### src/rtl/vram_arbiter_if.sv
// Bus bundle between the VRAM arbiter, its two requesters and the RAM macro.
// The slave modport is the arbiter's view; master is everything around it.
interface vram_arbiter_if #(
    parameter int ADDR_W = 13,
    parameter int DATA_W = 8
);
    logic              vid_req;
    logic [ADDR_W-1:0] vid_addr;
    logic              vid_gnt;
    logic              vid_rvalid;
    logic [DATA_W-1:0] vid_rdata;
    logic              vid_stall;

    logic              cpu_req;
    logic              cpu_we;
    logic [ADDR_W-1:0] cpu_addr;
    logic [DATA_W-1:0] cpu_wdata;
    logic              cpu_gnt;
    logic              cpu_rvalid;
    logic [DATA_W-1:0] cpu_rdata;

    logic              mem_en;
    logic              mem_we;
    logic [ADDR_W-1:0] mem_addr;
    logic [DATA_W-1:0] mem_wdata;
    logic [DATA_W-1:0] mem_rdata;

    modport slave (
        input  vid_req, vid_addr, cpu_req, cpu_we, cpu_addr, cpu_wdata, mem_rdata,
        output vid_gnt, vid_rvalid, vid_rdata, vid_stall,
        output cpu_gnt, cpu_rvalid, cpu_rdata,
        output mem_en, mem_we, mem_addr, mem_wdata
    );

    modport master (
        output vid_req, vid_addr, cpu_req, cpu_we, cpu_addr, cpu_wdata, mem_rdata,
        input  vid_gnt, vid_rvalid, vid_rdata, vid_stall,
        input  cpu_gnt, cpu_rvalid, cpu_rdata,
        input  mem_en, mem_we, mem_addr, mem_wdata
    );
endinterface

### src/rtl/vram_arbiter.sv
// Shares one single-port synchronous VRAM between video fetch and the CPU.
// Video wins by default; a saturating wait counter forces one CPU transfer.
module vram_arbiter #(
    parameter int ADDR_W       = 13,
    parameter int DATA_W       = 8,
    parameter int CPU_MAX_WAIT = 4
) (
    input  logic           clk,
    input  logic           reset,
    vram_arbiter_if.slave  bus
);
    logic [3:0] wait_cnt;
    logic       cpu_forced;
    logic       vid_xfer;
    logic       cpu_xfer;
    logic       vid_tag;
    logic       cpu_tag;

    assign cpu_forced = (wait_cnt >= 4'(CPU_MAX_WAIT));

    always_comb begin
        bus.vid_gnt = 1'b0;
        bus.cpu_gnt = 1'b0;
        if (cpu_forced && bus.cpu_req) begin
            bus.cpu_gnt = 1'b1;
        end else if (bus.vid_req) begin
            bus.vid_gnt = 1'b1;
        end else begin
            bus.cpu_gnt = bus.cpu_req;
        end
    end

    assign vid_xfer = bus.vid_req & bus.vid_gnt;
    assign cpu_xfer = bus.cpu_req & bus.cpu_gnt;

    // Read data is a straight passthrough; only the delayed tags qualify it.
    assign bus.vid_rdata = bus.mem_rdata;
    assign bus.cpu_rdata = bus.mem_rdata;

    always_ff @(posedge clk or negedge reset) begin
        if (!reset) begin
            wait_cnt       <= 4'd0;
            bus.vid_stall  <= 1'b0;
            bus.mem_en     <= 1'b0;
            bus.mem_we     <= 1'b0;
            bus.mem_addr   <= '0;
            bus.mem_wdata  <= '0;
            vid_tag        <= 1'b0;
            cpu_tag        <= 1'b0;
            bus.vid_rvalid <= 1'b0;
            bus.cpu_rvalid <= 1'b0;
        end else begin
            if (!bus.cpu_req || cpu_xfer) begin
                wait_cnt <= 4'd0;
            end else if (wait_cnt != 4'hF) begin
                wait_cnt <= wait_cnt + 4'd1;
            end

            bus.vid_stall <= bus.vid_req & cpu_forced & bus.cpu_req;

            bus.mem_en <= vid_xfer | cpu_xfer;
            bus.mem_we <= cpu_xfer & bus.cpu_we;
            if (cpu_xfer) begin
                bus.mem_addr  <= bus.cpu_addr;
                bus.mem_wdata <= bus.cpu_wdata;
            end else if (vid_xfer) begin
                bus.mem_addr  <= bus.vid_addr;
            end

            // Tag travels with the issue, then one more stage to meet the RAM data.
            vid_tag        <= vid_xfer;
            cpu_tag        <= cpu_xfer & ~bus.cpu_we;
            bus.vid_rvalid <= vid_tag;
            bus.cpu_rvalid <= cpu_tag;
        end
    end
endmodule

### src/flat_wrapper.sv
// flat-port wrapper written by rule: the top's interface ports become plain ports
module vram_arbiter_flat 
#(
    parameter int ADDR_W       = 13,
    parameter int DATA_W       = 8,
    parameter int CPU_MAX_WAIT = 4
)
  (clk, reset, bus_vid_req, bus_vid_addr, bus_cpu_req, bus_cpu_we, bus_cpu_addr, bus_cpu_wdata, bus_mem_rdata, bus_vid_gnt, bus_vid_rvalid, bus_vid_rdata, bus_vid_stall, bus_cpu_gnt, bus_cpu_rvalid, bus_cpu_rdata, bus_mem_en, bus_mem_we, bus_mem_addr, bus_mem_wdata);
  vram_arbiter_if #(.ADDR_W(ADDR_W), .DATA_W(DATA_W)) bus_i ();
  input  logic clk;
  input  logic reset;
  input wire logic [$bits(bus_i.vid_req)-1:0] bus_vid_req;
  input wire logic [$bits(bus_i.vid_addr)-1:0] bus_vid_addr;
  input wire logic [$bits(bus_i.cpu_req)-1:0] bus_cpu_req;
  input wire logic [$bits(bus_i.cpu_we)-1:0] bus_cpu_we;
  input wire logic [$bits(bus_i.cpu_addr)-1:0] bus_cpu_addr;
  input wire logic [$bits(bus_i.cpu_wdata)-1:0] bus_cpu_wdata;
  input wire logic [$bits(bus_i.mem_rdata)-1:0] bus_mem_rdata;
  output wire logic [$bits(bus_i.vid_gnt)-1:0] bus_vid_gnt;
  output wire logic [$bits(bus_i.vid_rvalid)-1:0] bus_vid_rvalid;
  output wire logic [$bits(bus_i.vid_rdata)-1:0] bus_vid_rdata;
  output wire logic [$bits(bus_i.vid_stall)-1:0] bus_vid_stall;
  output wire logic [$bits(bus_i.cpu_gnt)-1:0] bus_cpu_gnt;
  output wire logic [$bits(bus_i.cpu_rvalid)-1:0] bus_cpu_rvalid;
  output wire logic [$bits(bus_i.cpu_rdata)-1:0] bus_cpu_rdata;
  output wire logic [$bits(bus_i.mem_en)-1:0] bus_mem_en;
  output wire logic [$bits(bus_i.mem_we)-1:0] bus_mem_we;
  output wire logic [$bits(bus_i.mem_addr)-1:0] bus_mem_addr;
  output wire logic [$bits(bus_i.mem_wdata)-1:0] bus_mem_wdata;
  assign bus_i.vid_req = bus_vid_req;
  assign bus_i.vid_addr = bus_vid_addr;
  assign bus_i.cpu_req = bus_cpu_req;
  assign bus_i.cpu_we = bus_cpu_we;
  assign bus_i.cpu_addr = bus_cpu_addr;
  assign bus_i.cpu_wdata = bus_cpu_wdata;
  assign bus_i.mem_rdata = bus_mem_rdata;
  assign bus_vid_gnt = bus_i.vid_gnt;
  assign bus_vid_rvalid = bus_i.vid_rvalid;
  assign bus_vid_rdata = bus_i.vid_rdata;
  assign bus_vid_stall = bus_i.vid_stall;
  assign bus_cpu_gnt = bus_i.cpu_gnt;
  assign bus_cpu_rvalid = bus_i.cpu_rvalid;
  assign bus_cpu_rdata = bus_i.cpu_rdata;
  assign bus_mem_en = bus_i.mem_en;
  assign bus_mem_we = bus_i.mem_we;
  assign bus_mem_addr = bus_i.mem_addr;
  assign bus_mem_wdata = bus_i.mem_wdata;
  vram_arbiter #(.ADDR_W(ADDR_W), .DATA_W(DATA_W), .CPU_MAX_WAIT(CPU_MAX_WAIT)) u_core (.clk(clk), .reset(reset), .bus(bus_i));
endmodule
### config.mk
export PLATFORM = sky130hd
export DESIGN_NAME = vram_arbiter_flat
export DESIGN_NICKNAME = d
export VERILOG_FILES = /design/src/rtl/vram_arbiter_if.sv /design/src/rtl/vram_arbiter.sv /design/src/flat_wrapper.sv
export SDC_FILE = /design/constraint.sdc
export NUM_CORES = 1
export LEC_CHECK = 0
export BUFFER_PORTS_ARGS = -buffer_cell sky130_fd_sc_hd__buf_2
export CORE_ASPECT_RATIO = 0.75
export CORE_MARGIN = 3
export CORE_UTILIZATION = 25
export DETAILED_ROUTE_END_ITERATION = 6
export PLACE_DENSITY_LB_ADDON = 0.25
export REMOVE_ABC_BUFFERS = 1
export SYNTH_ARGS = -nofsm -noshare
export SYNTH_HDL_FRONTEND = slang
export SYNTH_SLANG_ARGS = --single-unit
### constraint.sdc
create_clock -name clk -period 3.2 [get_ports clk]
set_input_delay 0.64 -clock clk [delete_from_list [all_inputs] [get_ports clk]]
set_output_delay 0.64 -clock clk [all_outputs]
set_load 0.03 [all_outputs]
==> results of run 1 <==
cell families (layout without fill, tap and decap cells):
group | count (synthesis) | count (layout) | share of synthesized area, %
multiplexers | 8 | 8 | 7.02
adder cells (fa/ha/maj) | 1 | 1 | 0.807
flip-flops | 32 | 32 | 51.7
AO/OA/AOI/OAI | 27 | 27 | 17.1
buffers and inverters | 26 | 76 | 12.8
AND/OR/NAND/NOR | 24 | 24 | 10.4
other | 1 | 1 | 0.242
worst max-delay path: stages:
cell and delay, ns:
sky130_fd_sc_hd__buf_2 0.24, sky130_fd_sc_hd__or3b_1 0.48, sky130_fd_sc_hd__nand2_8 0.22, sky130_fd_sc_hd__inv_1 0.05
sky130_fd_sc_hd__buf_2 0.17
per-layer routing:
| layer | global-route usage, % | routed length [µm] | vias to the layer above | share of wire [%] |
|---|---|---|---|---|
| li1 | - | - | 516 | - |
| met1 | 14.3 | 1740 | 481 | 47 |
| met2 | 14.4 | 1480 | 63 | 40 |
| met3 | 7.03 | 452 | 7 | 12 |
| met4 | 4.21 | 52 | 0 | 1.4 |
| met5 | 0 | 0 | - | 0 |
how the worst min path moves through the flow:
stage,from,end,slack (ns),cells after the start
after floorplan,u_core.cpu_tag,u_core.bus.cpu_rvalid,0.33,0
after global placement,u_core.cpu_tag,u_core.bus.cpu_rvalid,0.33,0
after detailed placement,u_core.cpu_tag,u_core.bus.cpu_rvalid,0.34,0
after CTS,u_core.cpu_tag,u_core.bus.cpu_rvalid,0.35,0
after global routing,u_core.cpu_tag,u_core.bus.cpu_rvalid,0.37,0
final,u_core.cpu_tag,u_core.bus.cpu_rvalid,0.35,0
layout make-up:
cell class	instances	share of cell area, %
sequential	32	42.3
multi-input combinational	61	29.2
timing repair buffer	67	17.9
tap	78	5.16
clock buffer	7	5.09
inverter	2	0.397
synth_stat cells (2+ instances only):
| master | n |
|---|---|
| sky130_fd_sc_hd__mux2_4 | 5 |
| sky130_fd_sc_hd__and3_1 | 3 |
| sky130_fd_sc_hd__inv_1 | 2 |
| sky130_fd_sc_hd__mux2_2 | 3 |
| sky130_fd_sc_hd__o221a_2 | 13 |
| sky130_fd_sc_hd__nor2_1 | 2 |
| sky130_fd_sc_hd__a211o_1 | 13 |
| sky130_fd_sc_hd__buf_6 | 3 |
| sky130_fd_sc_hd__clkbuf_1 | 3 |
| sky130_fd_sc_hd__buf_4 | 16 |
| sky130_fd_sc_hd__dfrtp_1 | 32 |
| sky130_fd_sc_hd__and2_1 | 14 |
sequential cells by signal (all words and copies together), names as in the netlist:
| name | cells |
|---|---|
| u_core.bus.mem_addr | 13 |
| u_core.bus.mem_we | 1 |
| u_core.bus.vid_stall | 1 |
| u_core.bus.vid_rvalid | 1 |
| u_core.bus.cpu_rvalid | 1 |
| u_core.cpu_tag | 1 |
| u_core.vid_tag | 1 |
| u_core.wait_cnt | 4 |
| u_core.bus.mem_wdata | 8 |
| u_core.bus.mem_en | 1 |
through the flow:
step	instances	hold slack [ns]	power (µW)	setup slack, ns	util, %
2_1_floorplan	95	0.331	612	0.958	-
3_3_place_gp	240	0.334	705	0.739	30.4
3_5_place_dp	240	0.338	706	0.720	30.4
4_1_cts	247	0.352	1050	0.720	32.0
5_1_grt	247	0.366	1080	0.638	32.0
6_report	247	0.348	1020	0.741	32.0
cell usage in the layout, fill, tap and decap left out, drive strengths merged:
cell type / count
buf: 67
dfrtp: 32
and2: 14
a211o: 13
o221a: 13
mux2: 8
clkbuf: 7
and3: 3
inv: 2
nor2: 2
or3b: 1
nand2: 1
o21ai: 1
or2: 1
nor3: 1
nor3b: 1
ha: 1
conb: 1
power breakdown:
part	total [µW]	switching (µW)	internal, µW
Combinational	233	141	92.1
Sequential	460	18.3	442
Clock	329	137	191
Total	1020	297	725
==> results.txt, run 1 <==
The run finished with clean final reports. Yosys mapped a number of flops with a built-in enable equal to 0. For flop-to-flop paths, the worst setup slack is 1.65 ns.

The endpoint identified for the worst register-to-register timing path is u_core.bus.mem_wdata[2]. Peak fanout along the critical path: 23. At the end of the flow, the number of nets in the layout was 217. Worst reg2reg path startpoint: u_core.wait_cnt[2]. Of the synthesized area, sequential elements account for 51.7%. The overall overflow remaining after global route is 0, and the number of fillers in the final layout is 615. Area taken by flip-flops and latches: 801 µm². Across the VDD grid, the largest voltage drop is 0.150 mV.

The CTS buffer count was 5. The clock passes through at most 2 buffers. For the pin with the worst max-slew slack, the measured transition is 0.715 ns.

Of the available clock period, the critical path in the final layout requires 76.8%. For the total number of H-tree levels, the log shows 2. The tools report the weighted congestion at the end of routability-driven global placement as 0.700. The post-synthesis average cell area came out at 13.0 µm². Once the floorplan was initialized, standard cells occupied 26.2% of the core.

STA classifies the critical path startpoint as a primary input. The number of antenna diodes in the final layout is 0. The die is 74.2 µm tall. TritonCTS built the clock tree. The worst setup path category was primary input to output port. The placed wire-length estimate after detailed placement is 2650 µm. During placement, the flow inserted port buffers numbering 66.

The worst clock skew is 0.00423 ns, and the count of cell types in the netlist is 22. The worst path in the final design needs a cycle of 2.46 ns, including I/O delays and setup. The layout overhead on the synthesized area is 22.0%, and the routed wirelength normalized by instance count is 15.1 µm. For the hold violation total from the final report, the log shows 0. Adding up every negative setup slack in the final design gives 0 ns.

By area the synthesized netlist is led by sky130_fd_sc_hd__dfrtp_1 (52%), sky130_fd_sc_hd__o221a_2 (9.4%), sky130_fd_sc_hd__buf_4 (7.7%), sky130_fd_sc_hd__a211o_1 (7.3%), sky130_fd_sc_hd__and2_1 (5.6%). After technology mapping, the gate count stands at 119. After detailed placement, the total cell area comes to 1800 µm².

The floorplan has 24 rows. The number of cells on the worst reg-to-reg path is 3. The run gives 4 as the iteration count of the initial detailed-routing pass.

For the largest net degree at the start of global routing, the log shows 33. The tool flagged a number of max-cap violations equal to 0. The commonest register cell after synthesis is sky130_fd_sc_hd__dfrtp_1. The initial antenna violation count was 0; the area of all placed cells without fillers was 1890 µm². In the synthesized netlist the async set-or-reset flop fraction comes to 100%. In this run the biggest area consumer among cell types represents 51.7% of the synthesized area.

The x dimension of the die came out at 96.9 µm. The max-slew violation count is 0. In the routed design, unresolved DRC markers number 0. Global routing used 10.9% of the available tracks across all layers. For this design the static power due to leakage is 0.000957 µW. The logs give 552 µm² for the multi-input gate area in the final layout and 0.407 GHz for the highest clock frequency the design can meet.

Clock-pin slew was measured on the worst setup and hold paths at 0.06 ns. Number of vias in the routed layout: 1067. Hold repair after CTS inserted 0 buffers. Setup violations remaining at the end of the flow were counted as 0.

Clock tree synthesis selected as its root buffer the cell sky130_fd_sc_hd__clkbuf_8. For the total clock sinks, the log shows 32. The tools report the data arrival time of the critical path as 1.82 ns. The worst setup path is captured at an output port. The total of flip-flops plus latches after synthesis is 32. The tools report the post-detailed-routing wire length as 3730 µm. The detail route stage leaves a number of antenna-violating nets equal to 0.

In this run the worst setup path terminates at bus_cpu_gnt. The vias per cell was 4.32. For the number of DRC violations after detailed-routing iteration 0, the log shows 38. Setup repair after global routing left no endpoint under its margin. The core outline area was 5920 µm²; the relative slew slack was 52.4%. The run gives 1152 as the via count of the first global-routing pass. Class of the tightest hold or removal check: register to register.

The first global-routing pass estimated 6110 µm of wire. In this run the count of I/O pins placed on the die edge is 91. The overall die area is 7190 µm². The number of buffers inserted to repair setup after CTS was 0.

The clock reaches the later pin of the worst-skew pair after 0.28 ns. The most critical setup path has its startpoint at bus_vid_req. Post-CTS repair changed the size of 0 cells. Of the cells placed in the final design, the portion with a size suffix greater than 1 is 57.4%. For this run, the number of Yosys warnings is 0. For the area of the mapped netlist, the log shows 1550 µm².

Dividing total power by cell area gives a power density of 541 nW/µm². Summed over all instances, the cell type with the most area after synthesis is sky130_fd_sc_hd__dfrtp_1. The worst endpoint required time was 2.56 ns.
(Power assumes the default switching activity.)
==> run 2, diff against run 1 <==
- clock period: 3.2 -> 2.3 ns (I/O delays scaled with it)
==> run 2 against run 1 <==
  * Core utilization increased by 0.51 points
  * Largest cell class unchanged
  * Critical endpoint unchanged
  * Clock power increased by 64%
  * Hold slack got worse by 0.13 ns
  * Clock-buffer cell count decreased by 2
  * Global-route usage decreased by 0.32 points
==> results.txt, run 2 (synthesized netlist as in run 1, its figures left out) <==
The tools report the nature of the critical path endpoint as an output port (unchanged). The quantity of I/O buffers inserted on ports was 66 (unchanged). Vias per cell: 4.50 (was 4.32). The run finished with clean final reports.

The logs give 5920 µm² (unchanged) for the core outline area and 0 ns (unchanged) for the total negative slack. The buffer depth of the longest clock path came out at 2 (unchanged). The tools report the endpoint of the lowest-slack register-to-register path as u_core.bus.mem_wdata[2] (unchanged). Via count of the first global-routing pass: 1115 (was 1152). The logs give 21.7% (was 22.8%) for the combinational cell fraction of total power and 219 (was 217) for the final net count.

The number of flip-flops under the largest register name works out to 13 (unchanged). The depth of the worst register-to-register path works out to 3 (unchanged). The number of vias in the routed layout is 1126 (was 1067), and the setup slack on the worst flop-to-flop path is 0.73 ns (was 1.65 ns). Number of fillers in the final layout: 603 (was 615). For the total number of H-tree levels, the log shows 2 (unchanged). Minimum setup slack after placement: 0.381 ns (was 0.720 ns).

Iteration count of the initial detailed-routing pass: 4 (unchanged). The logs give 0 (unchanged) for the number of max-cap violations and 0.484 GHz for the highest clock frequency the design can meet. The global routing usage summed across all routing layers is 10.6% (was 10.9%). The largest register by flop count was u_core.bus.mem_addr (unchanged).

For the placed wire-length estimate after detailed placement, the log shows 2650 µm (about the same). The data arrival time of the critical path was 1.60 ns (was 1.82 ns). The slew at the pin closest to its max-slew limit was 0.702 ns (was 0.715 ns).

The weighted congestion at the end of routability-driven global placement came out at 0.668 (was 0.700). The class of the tightest hold or removal check is primary input to asynchronous set/reset pin (was register to register). The logs give 42.5% (was 45.0%) for the sequential fraction of design power and 0 (unchanged) for the number of gates resized after cts. For the number of placed instances with taps included, the log shows 242 (was 240). The overall die area is 7190 µm² (unchanged), and the number of routed nets with antenna violations is 0 (unchanged). Biggest regs: u_core.bus.mem_addr x13, u_core.bus.mem_wdata x8, u_core.wait_cnt x4 (unchanged).

The tools report the net switching component of the power as 443 µW (was 297 µW). The cell with the largest stage delay on the worst path was sky130_fd_sc_hd__or3b_1 (unchanged). The share of layout cells above drive strength 1 is 58.1% (was 57.4%). The antenna diode instance count was 0 (unchanged).

The hold violation total from the final report is 0 (unchanged), and the worst clock skew is 0.00440 ns (was 0.00423 ns). The switching portion of total power was 29.4% (was 29.1%). The layout overhead on the synthesized area is 24.0% (was 22.0%), and the remaining design rule violation count is 0 (unchanged). The run gives 0.214 mV (was 0.150 mV) as the peak supply drop.

TritonCTS built the clock tree. The largest net degree at the start of global routing is 33 (unchanged), and the x dimension of the die is 96.9 µm (unchanged). The worst endpoint required time was 1.84 ns (was 2.56 ns). The run gives 5910 µm (was 6110 µm) as the global-route wire length before repair.

The routed wirelength normalized by instance count was 14.9 µm (was 15.1 µm); the insertion delay to the later sink of the worst-skew pair was 0.28 ns (about the same). The worst setup path category is register to output port (was primary input to output port). The total clock sinks was 32 (unchanged).

The longest individual stage delay on the worst path was 0.47 ns (was 0.48 ns). Post-detailed-routing wire length: 3720 µm (was 3730 µm). For the number of DRC violations after detailed-routing iteration 0, the log shows 51 (was 38).

The root buffer selected by CTS is sky130_fd_sc_hd__clkbuf_8 (unchanged). The run gives 0 (unchanged) as the max-slew violation count. The power density normalized to cell area was 785 nW/µm² (was 541 nW/µm²).

Most common cell after layout, fill and taps aside: sky130_fd_sc_hd__buf_2 (unchanged). The tools report the CTS buffer count as 5 (unchanged). For the relative contribution of the clock network to total power, the log shows 35.8% (was 32.1%). Worst path cell trace: or3b_1, nand2_8, inv_1, buf_2 (was buf_2, or3b_1, nand2_8, inv_1, buf_2). The number of endpoints failing setup at the final stage is 0 (unchanged), and the number of hold buffers added after cts is 0 (unchanged).

The fraction of the core area covered by cells at the end of the flow is 32.5% (was 32.0%), and the overall die height is 74.2 µm (unchanged). The slack of the critical path is 0.236 ns (was 0.741 ns), and the post-layout minimum cycle time is 2.06 ns. The kind of start point of the critical path is a register (was a primary input). For the initial core utilization, the log shows 26.2% (unchanged). The run gives 0 (unchanged) as the overall overflow remaining after global route. The run gives 24 (unchanged) as the number of cell rows.

Setup repair after global routing left no endpoint under its margin. The number of buffers inserted to repair setup after CTS is 0 (unchanged), and the peak fanout along the critical path is 23 (unchanged). Leading cell types in the layout, fill and taps excluded: sky130_fd_sc_hd__buf_2 (66), sky130_fd_sc_hd__dfrtp_1 (32), sky130_fd_sc_hd__and2_1 (14) (unchanged).

The tools report the final cell count without fillers as 250 (was 247). Clock-pin transition on the worst setup and hold timing paths: 0.07 ns (was 0.06 ns). The relative slew slack came out at 53.2% (was 52.4%). The leakage dissipation is 0.000971 µW (was 0.000957 µW), and the initial antenna violation count is 0 (unchanged).

The worst reg2reg path startpoint was u_core.wait_cnt[2] (unchanged). The final critical path takes up 89.7% of the cycle. The number of top-level pins was 91 (unchanged). Internal power of the cells: 1070 µW (was 725 µW).
[run 2: changes by cell type in the layout (fill, tap and decap cells not counted), sizes merged]
cell / previous run / this run
clkinv: 0 / 1
clkinvlp: 0 / 1
buf: 67 / 69
clkbuf: 7 / 5
bufinv: 0 / 1
[run 2: power by group through the flow]
stage | registers [µW] | logic, µW | clock network [µW]
floorplan | 748 | 103 | 0
global placement | 652 | 332 | 0
detailed placement | 651 | 334 | 0
CTS | 641 | 334 | 564
global route | 647 | 353 | 584
finish | 641 | 328 | 539
[run 2: critical path, delay by kind of cell (launching register included)]
kind | cells | cell delay [ns]
flip-flops | 1 | 0.39
AND/OR/NAND/NOR | 2 | 0.69
buffers and inverters | 2 | 0.22
[run 2: area by class of cell]
cell class	count	area (µm²)	share of cell area (%)
sequential	32	801	41.7
timing repair buffer	69	353	18.4
clock buffer	5	68.8	3.58
multi-input combinational	61	552	28.7
inverter	2	7.51	0.391
clock inverter	3	42.5	2.21
tap	78	97.6	5.08
[run 2: per-stage QoR]
step / power, µW / area (µm²) / hold slack [ns]
2_1_floorplan: 851 / 1360 / 0.164
3_3_place_gp: 984 / 1810 / 0.333
3_5_place_dp: 985 / 1810 / 0.337
4_1_cts: 1540 / 1920 / 0.251
5_1_grt: 1580 / 1920 / 0.282
6_report: 1510 / 1920 / 0.217
[run 2: worst max path at each step]
stage / start / end / slack [ns] / depth (start not counted)
final: u_core.wait_cnt[2] / bus_cpu_gnt / 0.24 / 4
after global routing: u_core.wait_cnt[2] / bus_cpu_gnt / 0.17 / 4
after CTS: u_core.wait_cnt[2] / bus_cpu_gnt / 0.21 / 4
after detailed placement: bus_vid_req / bus_cpu_gnt / 0.38 / 5
after global placement: bus_vid_req / bus_cpu_gnt / 0.38 / 5
after floorplan: bus_vid_req / bus_cpu_gnt / 0.42 / 3
[run 2: per-layer routing]
layer  part of all wire, %  GRT usage [%]
met1                    46           13.4
met4                   1.1           3.74
met3                    11           5.62
met5                     0              0
met2                    42           15.7
